`src/rtl/cva6_cfg_dump.sv`:
```
// Packs the elaborated CVA6 configuration into a fixed 32-bit word map, served as a
// valid/ready dump stream and a 1-cycle random read port. Checksum word w8: CVA6_CFG_DUMP_CSUM_EN.
package config_pkg;
  typedef struct packed {
    logic [31:0] XLEN;
    logic        RVA;
    logic        RVB;
    logic        RVC;
    logic        RVF;
    logic        RVD;
    logic        RVH;
    logic        RVV;
    logic        RVS;
    logic        RVU;
    logic        RVZCB;
    logic        RVZCMP;
    logic        RVZiCond;
    logic        CvxifEn;
    logic        MmuPresent;
    logic        DebugEn;
    logic        PerfCounterEn;
    logic [31:0] IcacheByteSize;
    logic [31:0] IcacheSetAssoc;
    logic [31:0] IcacheLineWidth;
    logic [31:0] DcacheByteSize;
    logic [31:0] DcacheSetAssoc;
    logic [31:0] DcacheLineWidth;
    logic [31:0] NrScoreboardEntries;
    logic [31:0] NrPMPEntries;
    logic [31:0] RASDepth;
    logic [31:0] NrCommitPorts;
    logic [31:0] BTBEntries;
    logic [31:0] BHTEntries;
    logic [31:0] MaxOutstandingStores;
    logic [31:0] WtDcacheWbufDepth;
  } cva6_cfg_t;

  localparam cva6_cfg_t cva6_cfg_empty = '0;
endpackage

module cva6_cfg_dump #(
  parameter config_pkg::cva6_cfg_t CVA6Cfg = config_pkg::cva6_cfg_empty,
  localparam int unsigned NrPayloadWords = 8
) (
  input  logic        clk_i,
  input  logic        rst_ni,
  input  logic        start_i,
  input  logic        abort_i,
  output logic [31:0] data_o,
  output logic [3:0]  idx_o,
  output logic        last_o,
  output logic        valid_o,
  input  logic        ready_i,
  output logic        busy_o,
  output logic        done_o,
  input  logic        rd_req_i,
  input  logic [3:0]  rd_addr_i,
  output logic        rd_valid_o,
  output logic [31:0] rd_data_o,
  output logic        rd_err_o
);

  localparam logic [31:0] IcLineBytes = CVA6Cfg.IcacheLineWidth >> 3;
  localparam logic [31:0] DcLineBytes = CVA6Cfg.DcacheLineWidth >> 3;

  localparam logic [31:0] Word0 = 32'hC0A6_0001;
  localparam logic [31:0] Word1 = {8'h00, CVA6Cfg.XLEN[7:0],
    CVA6Cfg.PerfCounterEn, CVA6Cfg.DebugEn, CVA6Cfg.MmuPresent, CVA6Cfg.CvxifEn,
    CVA6Cfg.RVZiCond, CVA6Cfg.RVZCMP, CVA6Cfg.RVZCB, CVA6Cfg.RVU,
    CVA6Cfg.RVS, CVA6Cfg.RVV, CVA6Cfg.RVH, CVA6Cfg.RVD,
    CVA6Cfg.RVF, CVA6Cfg.RVC, CVA6Cfg.RVB, CVA6Cfg.RVA};
  localparam logic [31:0] Word2 = CVA6Cfg.IcacheByteSize;
  localparam logic [31:0] Word3 = CVA6Cfg.DcacheByteSize;
  localparam logic [31:0] Word4 = {DcLineBytes[7:0], IcLineBytes[7:0],
    CVA6Cfg.DcacheSetAssoc[7:0], CVA6Cfg.IcacheSetAssoc[7:0]};
  localparam logic [31:0] Word5 = {CVA6Cfg.NrCommitPorts[7:0], CVA6Cfg.RASDepth[7:0],
    CVA6Cfg.NrPMPEntries[7:0], CVA6Cfg.NrScoreboardEntries[7:0]};
  localparam logic [31:0] Word6 = {CVA6Cfg.BHTEntries[15:0], CVA6Cfg.BTBEntries[15:0]};
  localparam logic [31:0] Word7 = {CVA6Cfg.WtDcacheWbufDepth[15:0],
    CVA6Cfg.MaxOutstandingStores[15:0]};

`ifdef CVA6_CFG_DUMP_CSUM_EN
  localparam logic [31:0] Word8 = Word0 ^ Word1 ^ Word2 ^ Word3 ^ Word4 ^ Word5 ^ Word6 ^ Word7;
  localparam int unsigned NrWords = NrPayloadWords + 1;
`else
  localparam int unsigned NrWords = NrPayloadWords;
`endif

  localparam logic [3:0] LastIdx = 4'(NrWords - 1);

  // Out-of-map indices decode to zero, which doubles as the read-error data value.
  function automatic logic [31:0] word_at(input logic [3:0] idx);
    case (idx)
      4'd0:    return Word0;
      4'd1:    return Word1;
      4'd2:    return Word2;
      4'd3:    return Word3;
      4'd4:    return Word4;
      4'd5:    return Word5;
      4'd6:    return Word6;
      4'd7:    return Word7;
`ifdef CVA6_CFG_DUMP_CSUM_EN
      4'd8:    return Word8;
`endif
      default: return '0;
    endcase
  endfunction

  typedef enum logic {Idle, Send} state_e;

  state_e      state_q;
  logic [31:0] data_q;
  logic [3:0]  idx_q;
  logic [3:0]  idx_d;
  logic        last_q;
  logic        valid_q;
  logic        busy_q;
  logic        done_q;
  logic        rd_valid_q;
  logic [31:0] rd_data_q;
  logic        rd_err_q;

  assign idx_d = idx_q + 4'd1;

  always_ff @(posedge clk_i or negedge rst_ni) begin
    if (!rst_ni) begin
      state_q <= Idle;
      data_q  <= '0;
      idx_q   <= '0;
      last_q  <= 1'b0;
      valid_q <= 1'b0;
      busy_q  <= 1'b0;
      done_q  <= 1'b0;
    end else begin
      done_q <= 1'b0;
      if (abort_i) begin
        state_q <= Idle;
        data_q  <= '0;
        idx_q   <= '0;
        last_q  <= 1'b0;
        valid_q <= 1'b0;
        busy_q  <= 1'b0;
      end else begin
        case (state_q)
          Idle: begin
            if (start_i) begin
              state_q <= Send;
              data_q  <= Word0;
              idx_q   <= '0;
              last_q  <= 1'b0;
              valid_q <= 1'b1;
              busy_q  <= 1'b1;
            end
          end
          Send: begin
            if (valid_q && ready_i) begin
              if (last_q) begin
                state_q <= Idle;
                data_q  <= '0;
                idx_q   <= '0;
                last_q  <= 1'b0;
                valid_q <= 1'b0;
                busy_q  <= 1'b0;
                done_q  <= 1'b1;
              end else begin
                data_q <= word_at(idx_d);
                idx_q  <= idx_d;
                last_q <= (idx_d == LastIdx);
              end
            end
          end
          default: state_q <= Idle;
        endcase
      end
    end
  end

  always_ff @(posedge clk_i or negedge rst_ni) begin
    if (!rst_ni) begin
      rd_valid_q <= 1'b0;
      rd_data_q  <= '0;
      rd_err_q   <= 1'b0;
    end else begin
      rd_valid_q <= rd_req_i;
      rd_data_q  <= rd_req_i ? word_at(rd_addr_i) : '0;
      rd_err_q   <= rd_req_i && (rd_addr_i > LastIdx);
    end
  end

  assign data_o     = data_q;
  assign idx_o      = idx_q;
  assign last_o     = last_q;
  assign valid_o    = valid_q;
  assign busy_o     = busy_q;
  assign done_o     = done_q;
  assign rd_valid_o = rd_valid_q;
  assign rd_data_o  = rd_data_q;
  assign rd_err_o   = rd_err_q;

endmodule

```
`config.mk`:
```
export PLATFORM = sky130hd
export DESIGN_NAME = cva6_cfg_dump
export DESIGN_NICKNAME = d
export VERILOG_FILES = /design/src/rtl/cva6_cfg_dump.sv
export SDC_FILE = /design/constraint.sdc
export NUM_CORES = 1
export LEC_CHECK = 0
export BUFFER_PORTS_ARGS = -buffer_cell sky130_fd_sc_hd__clkbuf_2
export CAP_MARGIN = 15
export CELL_PAD_IN_SITES_DETAIL_PLACEMENT = 1
export CELL_PAD_IN_SITES_GLOBAL_PLACEMENT = 1
export CORE_ASPECT_RATIO = 1.25
export CORE_MARGIN = 1.5
export CORE_UTILIZATION = 26
export CTS_CLUSTER_SIZE = 20
export DETAILED_ROUTE_END_ITERATION = 10
export HOLD_SLACK_MARGIN = 0.05
export PLACE_DENSITY = 0.79
export SYNTH_ARGS = -nofsm -noshare
export SYNTH_HDL_FRONTEND = slang
export SYNTH_SLANG_ARGS = --single-unit
```
`constraint.sdc`:
```
create_clock -name clk_i -period 1.5 [get_ports clk_i]
set_input_delay 0 -clock clk_i [delete_from_list [all_inputs] [get_ports clk_i]]
set_output_delay 0 -clock clk_i [all_outputs]
set_load 0.01 [all_outputs]
```
==> reports/results.tsv, run 1 <==
metric	value	unit
globalRouteTotalUtil	0.07527	
power_leakage	0.6192	nW
routabilityCongestion	0.7666	
cp-startpoint	idx_o[0]$_DFFE_PN0P_	
dpl-instance-area	994.7	sq um
yosys.area_share.adder	0.03559	
ys_dominant_reg_cell	dfrtp_1	
hold_path_startpoint	abort_i	
layout-drive-gt1-share	0.3165	
antenna_found_initial	0	
postSynth.asyncResetShare	1.000	
synthCells	113	
yosys.area_share.simple	0.1210	
critical_path.n_buffers_inverters	0	
postCtsSetupRepairBufs	0	
timing.fmax	0.7099	GHz
setup-violations-final	0	
final.period_utilization	0.9391	
clock_transition_at_the_registers_of_the_reported_paths	0.06	ns
crit_path_max_incr_delay	0.41	ns
fin_area	1080	sq um
synth-edff-count	0	
dpl.cell_count	186	
grt_pass1_wl	2532	um
synth_compound_gate_area_share	0.06999	
post_synthesis_cell_area	1055	sq um
whs	0.05107	ns
synth.avg_cell_area	9.334	sq um
area_growth_syn_to_layout	2.373	%
peakVddDrop	0.2215	mV
synth.area.mux_share	0.01068	
critPathMostFrequentCell	ha_1	
die_ar	4450	sq um
hold_viol_final	0	
die_width	59.97	um
most_common_cell_after_layout_fill_and_taps_aside	conb_1	
synth_top_family_by_area	buffers and inverters	
worstSetupPathType	reg2reg	
antenna_left	0	
ys_types	29	
clkLatencyLatePin	0.24	ns
worst_setup_path_start_kind	flop	
dp_hpwl	1507	um
critical_path.cell_chain	ha_1 -> ha_1 -> and2_1 -> a32o_1	
antenna_cells_inserted	0	
run_status	complete, no violations	
setup_total_negative_slack	0	ns
detailed_router_s_first_iteration_violation_count	3	
seq_area_frac_synth	0.2847	
port-buffer-count	33	
worstPathArrival	1.54	ns
reg2reg_from	idx_o[0]$_DFFE_PN0P_	
pwr_density_cell	795.7	nW/um^2
initial_core_util	0.2741	
timing.critical_path.max_delay_family	adder cells	
placeableCoreArea	3847	sq um
layout_skew	0.005390	ns
finalWirelength	1774	um
yosys_warnings	0	
rsz_0062_raised_after_global_routing	false	
clock_tree.root_cell	clkbuf_8	
row_count	25	
yosys.area_share.xor_xnor	0.008304	
layout_common_cells	50 x conb_1, 33 x clkbuf_2, 12 x dfrtp_1	
worst_path_max_delay_cell	dfrtp_1	
finalNonFillerCells	193	
htreeDepth	1	
io_pins	84	
vias_per_cell	3.497	
cts_made_buffers	3	
dieHeight	74.21	um
drc	0	
timing_max_transition_violations_final	0	
post_drt_wl_per_cell	9.192	um
synth_seq_cells	12	
largest_net_degree_at_the_start_of_global_routing	13	
cts_repair_resize_count	0	
grt_overflow_total	0	
data_required_time_of_the_critical_path	1.63	ns
cts.sink_count	12	
layout_min_cycle_time	1.409	ns
clock_tree_from_tritoncts	yes	
endpoint_kind	flop	
vias	675	
cts-root-to-sink-buffers	2	
crit_fanout	4	
worst_hold_path_type	in2reg	
nets	153	
via_count_of_the_first_global_routing_pass	544	
maxCapViolations	0	
drt_pre_antenna_iters	3	
holdBufCountCts	3	
[registers in the layout (all words and copies together) (netlist names)]
signal and count:
rd_data_o 1, idx_o 4, busy_o 1, rd_valid_o 1
last_o 1, state_q 1, done_o 1, rd_err_o 1
data_o 1
[power breakdown]
group	internal (mW)	switching (mW)
clock	0.232	0.119
sequential	0.335	0.0143
combinational	0.0480	0.112
total	0.614	0.245
[routing by layer]
layer	track usage	vias up	wire (um)
met3	0.02957	2	203
li1	-	309	-
met5	0	-	0
met2	0.1329	51	927
met1	0.08209	313	629
met4	0.02222	0	12
[layout make-up]
class	instances	area (sq um)
flip-flops and latches	12	300.3
inverters	2	7.507
repair buffers	37	202.7
clock buffers	4	55.05
fillers	493	2768
multi-input cells	84	446.7
well taps	54	67.56
[synth_stat cells, types with 2 or more instances]
cell type / n / share of area
inv_1: 2 / 0.0071
o2bb2ai_1: 2 / 0.017
dfrtp_1: 12 / 0.28
and2_1: 3 / 0.018
nor2_1: 4 / 0.014
buf_4: 63 / 0.45
nand2_1: 2 / 0.0071
ha_1: 3 / 0.036
nor4b_1: 2 / 0.017
[kinds of logic after synthesis]
logic type                 after synthesis
other                                    1
adders and majority gates                3
buffers and inverters                   66
and+or+nand+nor                         20
xor gates and xnor gates                 1
AOI/OAI and AO/OA                        9
DFF                                     12
muxes                                    1
[final timing paths]
kind | slack (ns) | end | cells after the start
max in group asynchronous | 1.08 | rd_valid_o$_DFF_PN0_ | 2
min reg2reg | 0.54 | idx_o[3]$_DFFE_PN0P_ | 1
min in group asynchronous | 0.18 | busy_o$_DFFE_PN0P_ | 2
max | 0.09 | last_o$_DFFE_PN0P_ | 4
min | 0.05 | busy_o$_DFFE_PN0P_ | 2
max reg2reg | 0.09 | last_o$_DFFE_PN0P_ | 4
[through the flow]
stage / utilization / power (mW) / setup WS, ns
after floorplan: - / 0.5764 / 0.1152
after global placement: 0.2585 / 0.5045 / 0.1422
after detailed placement: 0.2585 / 0.5073 / 0.1058
after CTS: 0.2807 / 0.8689 / 0.08496
after global routing: 0.2807 / 0.9012 / 0.02019
final: 0.2807 / 0.8592 / 0.09138
No activity file was read; power rests on OpenSTA's default activity.
==> run 2: changes to the inputs <==
Settings changed: GPL_TIMING_DRIVEN set to 0, REMOVE_ABC_BUFFERS set to 1.
==> run 2 against run 1 <==
  * Wire length is 1.5% lower
  * Worst hold slack better by 0.0092 ns
  * Clock power decreased by 20%
  * Via count shrank 1.9%
  * Core utilization fell by 0.39 points
  * Clock-buffer cell count is 1 lower
==> reports/results.tsv, run 2 (synthesized netlist as in run 1, its figures left out) <==
metric	value	unit	change
setup_total_negative_slack	0	ns	unchanged
drc	0		unchanged
placeableCoreArea	3847	sq um	unchanged
layout-drive-gt1-share	0.3139		was 0.3165
dieHeight	74.21	um	unchanged
row_count	25		unchanged
htreeDepth	1		unchanged
post_drt_wl_per_cell	9.152	um	was 9.192 um
endpoint_kind	flop		unchanged
pwr_density_cell	743.3	nW/um^2	was 795.7 nW/um^2
nets	152		was 153
postCtsSetupRepairBufs	0		unchanged
routabilityCongestion	0.7595		was 0.7666
dpl-instance-area	987.2	sq um	was 994.7 sq um
crit_fanout	5		was 4
layout_skew	0.0004527	ns	was 0.005390 ns
clock_transition_at_the_registers_of_the_reported_paths	0.05	ns	was 0.06 ns
setup-violations-final	0		unchanged
worst_hold_path_type	in2reg		unchanged
via_count_of_the_first_global_routing_pass	578		was 544
hold_viol_final	0		unchanged
critPathMostFrequentCell	ha_1		unchanged
die_ar	4450	sq um	unchanged
drt_pre_antenna_iters	3		unchanged
layout_min_cycle_time	1.403	ns	was 1.409 ns
run_status	complete, no violations		unchanged
antenna_cells_inserted	0		unchanged
area_growth_syn_to_layout	0.9488	%	was 2.373%
fin_area	1065	sq um	was 1080 sq um
cts_made_buffers	3		unchanged
total_power	0.7915	mW	was 0.8592 mW
layout_common_cells	50 x conb_1, 33 x clkbuf_2, 12 x dfrtp_1		unchanged
antenna_left	0		unchanged
timing_max_transition_violations_final	0		unchanged
dp_hpwl	1454	um	was 1507 um
vias_per_cell	3.466		was 3.497
grt_overflow_total	0		unchanged
grt_pass1_wl	2546	um	was 2532 um
clock_tree.root_cell	clkbuf_8		unchanged
most_common_cell_after_layout_fill_and_taps_aside	conb_1		unchanged
reg2reg_slack	0.1	ns	was 0.09 ns
final.period_utilization	0.9356		was 0.9391
critical_path.cell_chain	ha_1 -> ha_1 -> and2_1 -> a32o_1		unchanged
largest_register_ff_count	4		unchanged
die_width	59.97	um	unchanged
worstPathArrival	1.52	ns	was 1.54 ns
antenna_found_initial	0		unchanged
initial_core_util	0.2741		unchanged
detailed_router_s_first_iteration_violation_count	21		was 3
power_leakage	0.6076	nW	was 0.6192 nW
data_required_time_of_the_critical_path	1.62	ns	was 1.63 ns
clkLatencyLatePin	0.23	ns	was 0.24 ns
peakVddDrop	0.2572	mV	was 0.2215 mV
cts.sink_count	12		unchanged
rsz_0062_raised_after_global_routing	false		unchanged
cts-root-to-sink-buffers	2		unchanged
worst_setup_path_start_kind	flop		unchanged
vias	662		was 675
crit_path_max_incr_delay	0.42	ns	was 0.41 ns
io_pins	84		unchanged
port-buffer-count	33		unchanged
maxCapViolations	0		unchanged
worstSetupPathType	reg2reg		unchanged
whs	0.06029	ns	was 0.05107 ns
timing.fmax	0.7126	GHz	was 0.7099 GHz
globalRouteTotalUtil	0.07709		was 0.07527
largest_net_degree_at_the_start_of_global_routing	13		unchanged
clock_tree_from_tritoncts	yes		unchanged
worst_path_max_delay_cell	dfrtp_1		unchanged
finalWirelength	1748	um	was 1774 um
## run 2: changes by cell type in the layout (fill, tap and decap cells not counted), sizes merged
cell and change:
clkbuf -1, buf -1
## run 2: path summary, 6_finish.rpt
check                                          start                      end  cells past startpoint
worst max-delay path            idx_o[1]$_DFFE_PN0P_       last_o$_DFFE_PN0P_                      4
worst min-delay path                    rd_addr_i[2]  rd_data_o[30]$_DFF_PN0_                      3
worst max register to register  idx_o[1]$_DFFE_PN0P_       last_o$_DFFE_PN0P_                      4
worst min register to register  idx_o[3]$_DFFE_PN0P_     idx_o[3]$_DFFE_PN0P_                      1
max in group asynchronous                     rst_ni        state_q$_DFF_PN0_                      2
min in group asynchronous                     rst_ni     idx_o[3]$_DFFE_PN0P_                      2
## run 2: power breakdown
group	internal (mW)	leakage [nW]	switching [mW]
registers	0.335	0.160	0.0148
clock network	0.176	0.0216	0.105
logic	0.0479	0.426	0.113
total	0.559	0.608	0.233
## run 2: metal layers
metal / vias up / share of wire / GRT usage
li1: 305 / - / -
met2: 53 / 0.52 / 0.1365
met3: 2 / 0.12 / 0.01913
met1: 302 / 0.35 / 0.08120
met5: - / 0 / 0
met4: 0 / 0.0086 / 0.04444
## run 2: cell type report
| type | instances | area (sq um) |
|---|---|---|
| Clock buffer | 3 | 41.29 |
| Fill cell | 479 | 2783 |
| Inverter | 2 | 7.507 |
| Multi-Input combinational cell | 84 | 452.9 |
| Sequential cell | 12 | 300.3 |
| Tap cell | 54 | 67.56 |
| Timing Repair Buffer | 36 | 195.2 |
## run 2: timing repair
item / 4_1_cts / 5_1_grt
hold endpoints to repair: 15 / 0
gates resized for setup: 0 / 1
endpoints found under the setup margin: 0 / 3
hold buffers: 3 / 0
## run 2: critical path, delay by kind of cell, from the launching register on
kind	cells	cell delay (ns)
AO/OA/AOI/OAI	1	0.24
flip-flops	1	0.42
adder cells (fa/ha/maj)	2	0.49
AND/OR/NAND/NOR	1	0.14
## run 2: stage by stage
step / setup WS, ns / cells / utilization
after floorplan: 0.1152 / 98 / -
after global placement: 0.1118 / 185 / 0.2566
after detailed placement: 0.09225 / 185 / 0.2566
after CTS: 0.08806 / 191 / 0.2751
after global routing: 0.02358 / 191 / 0.2767
final: 0.09662 / 191 / 0.2767
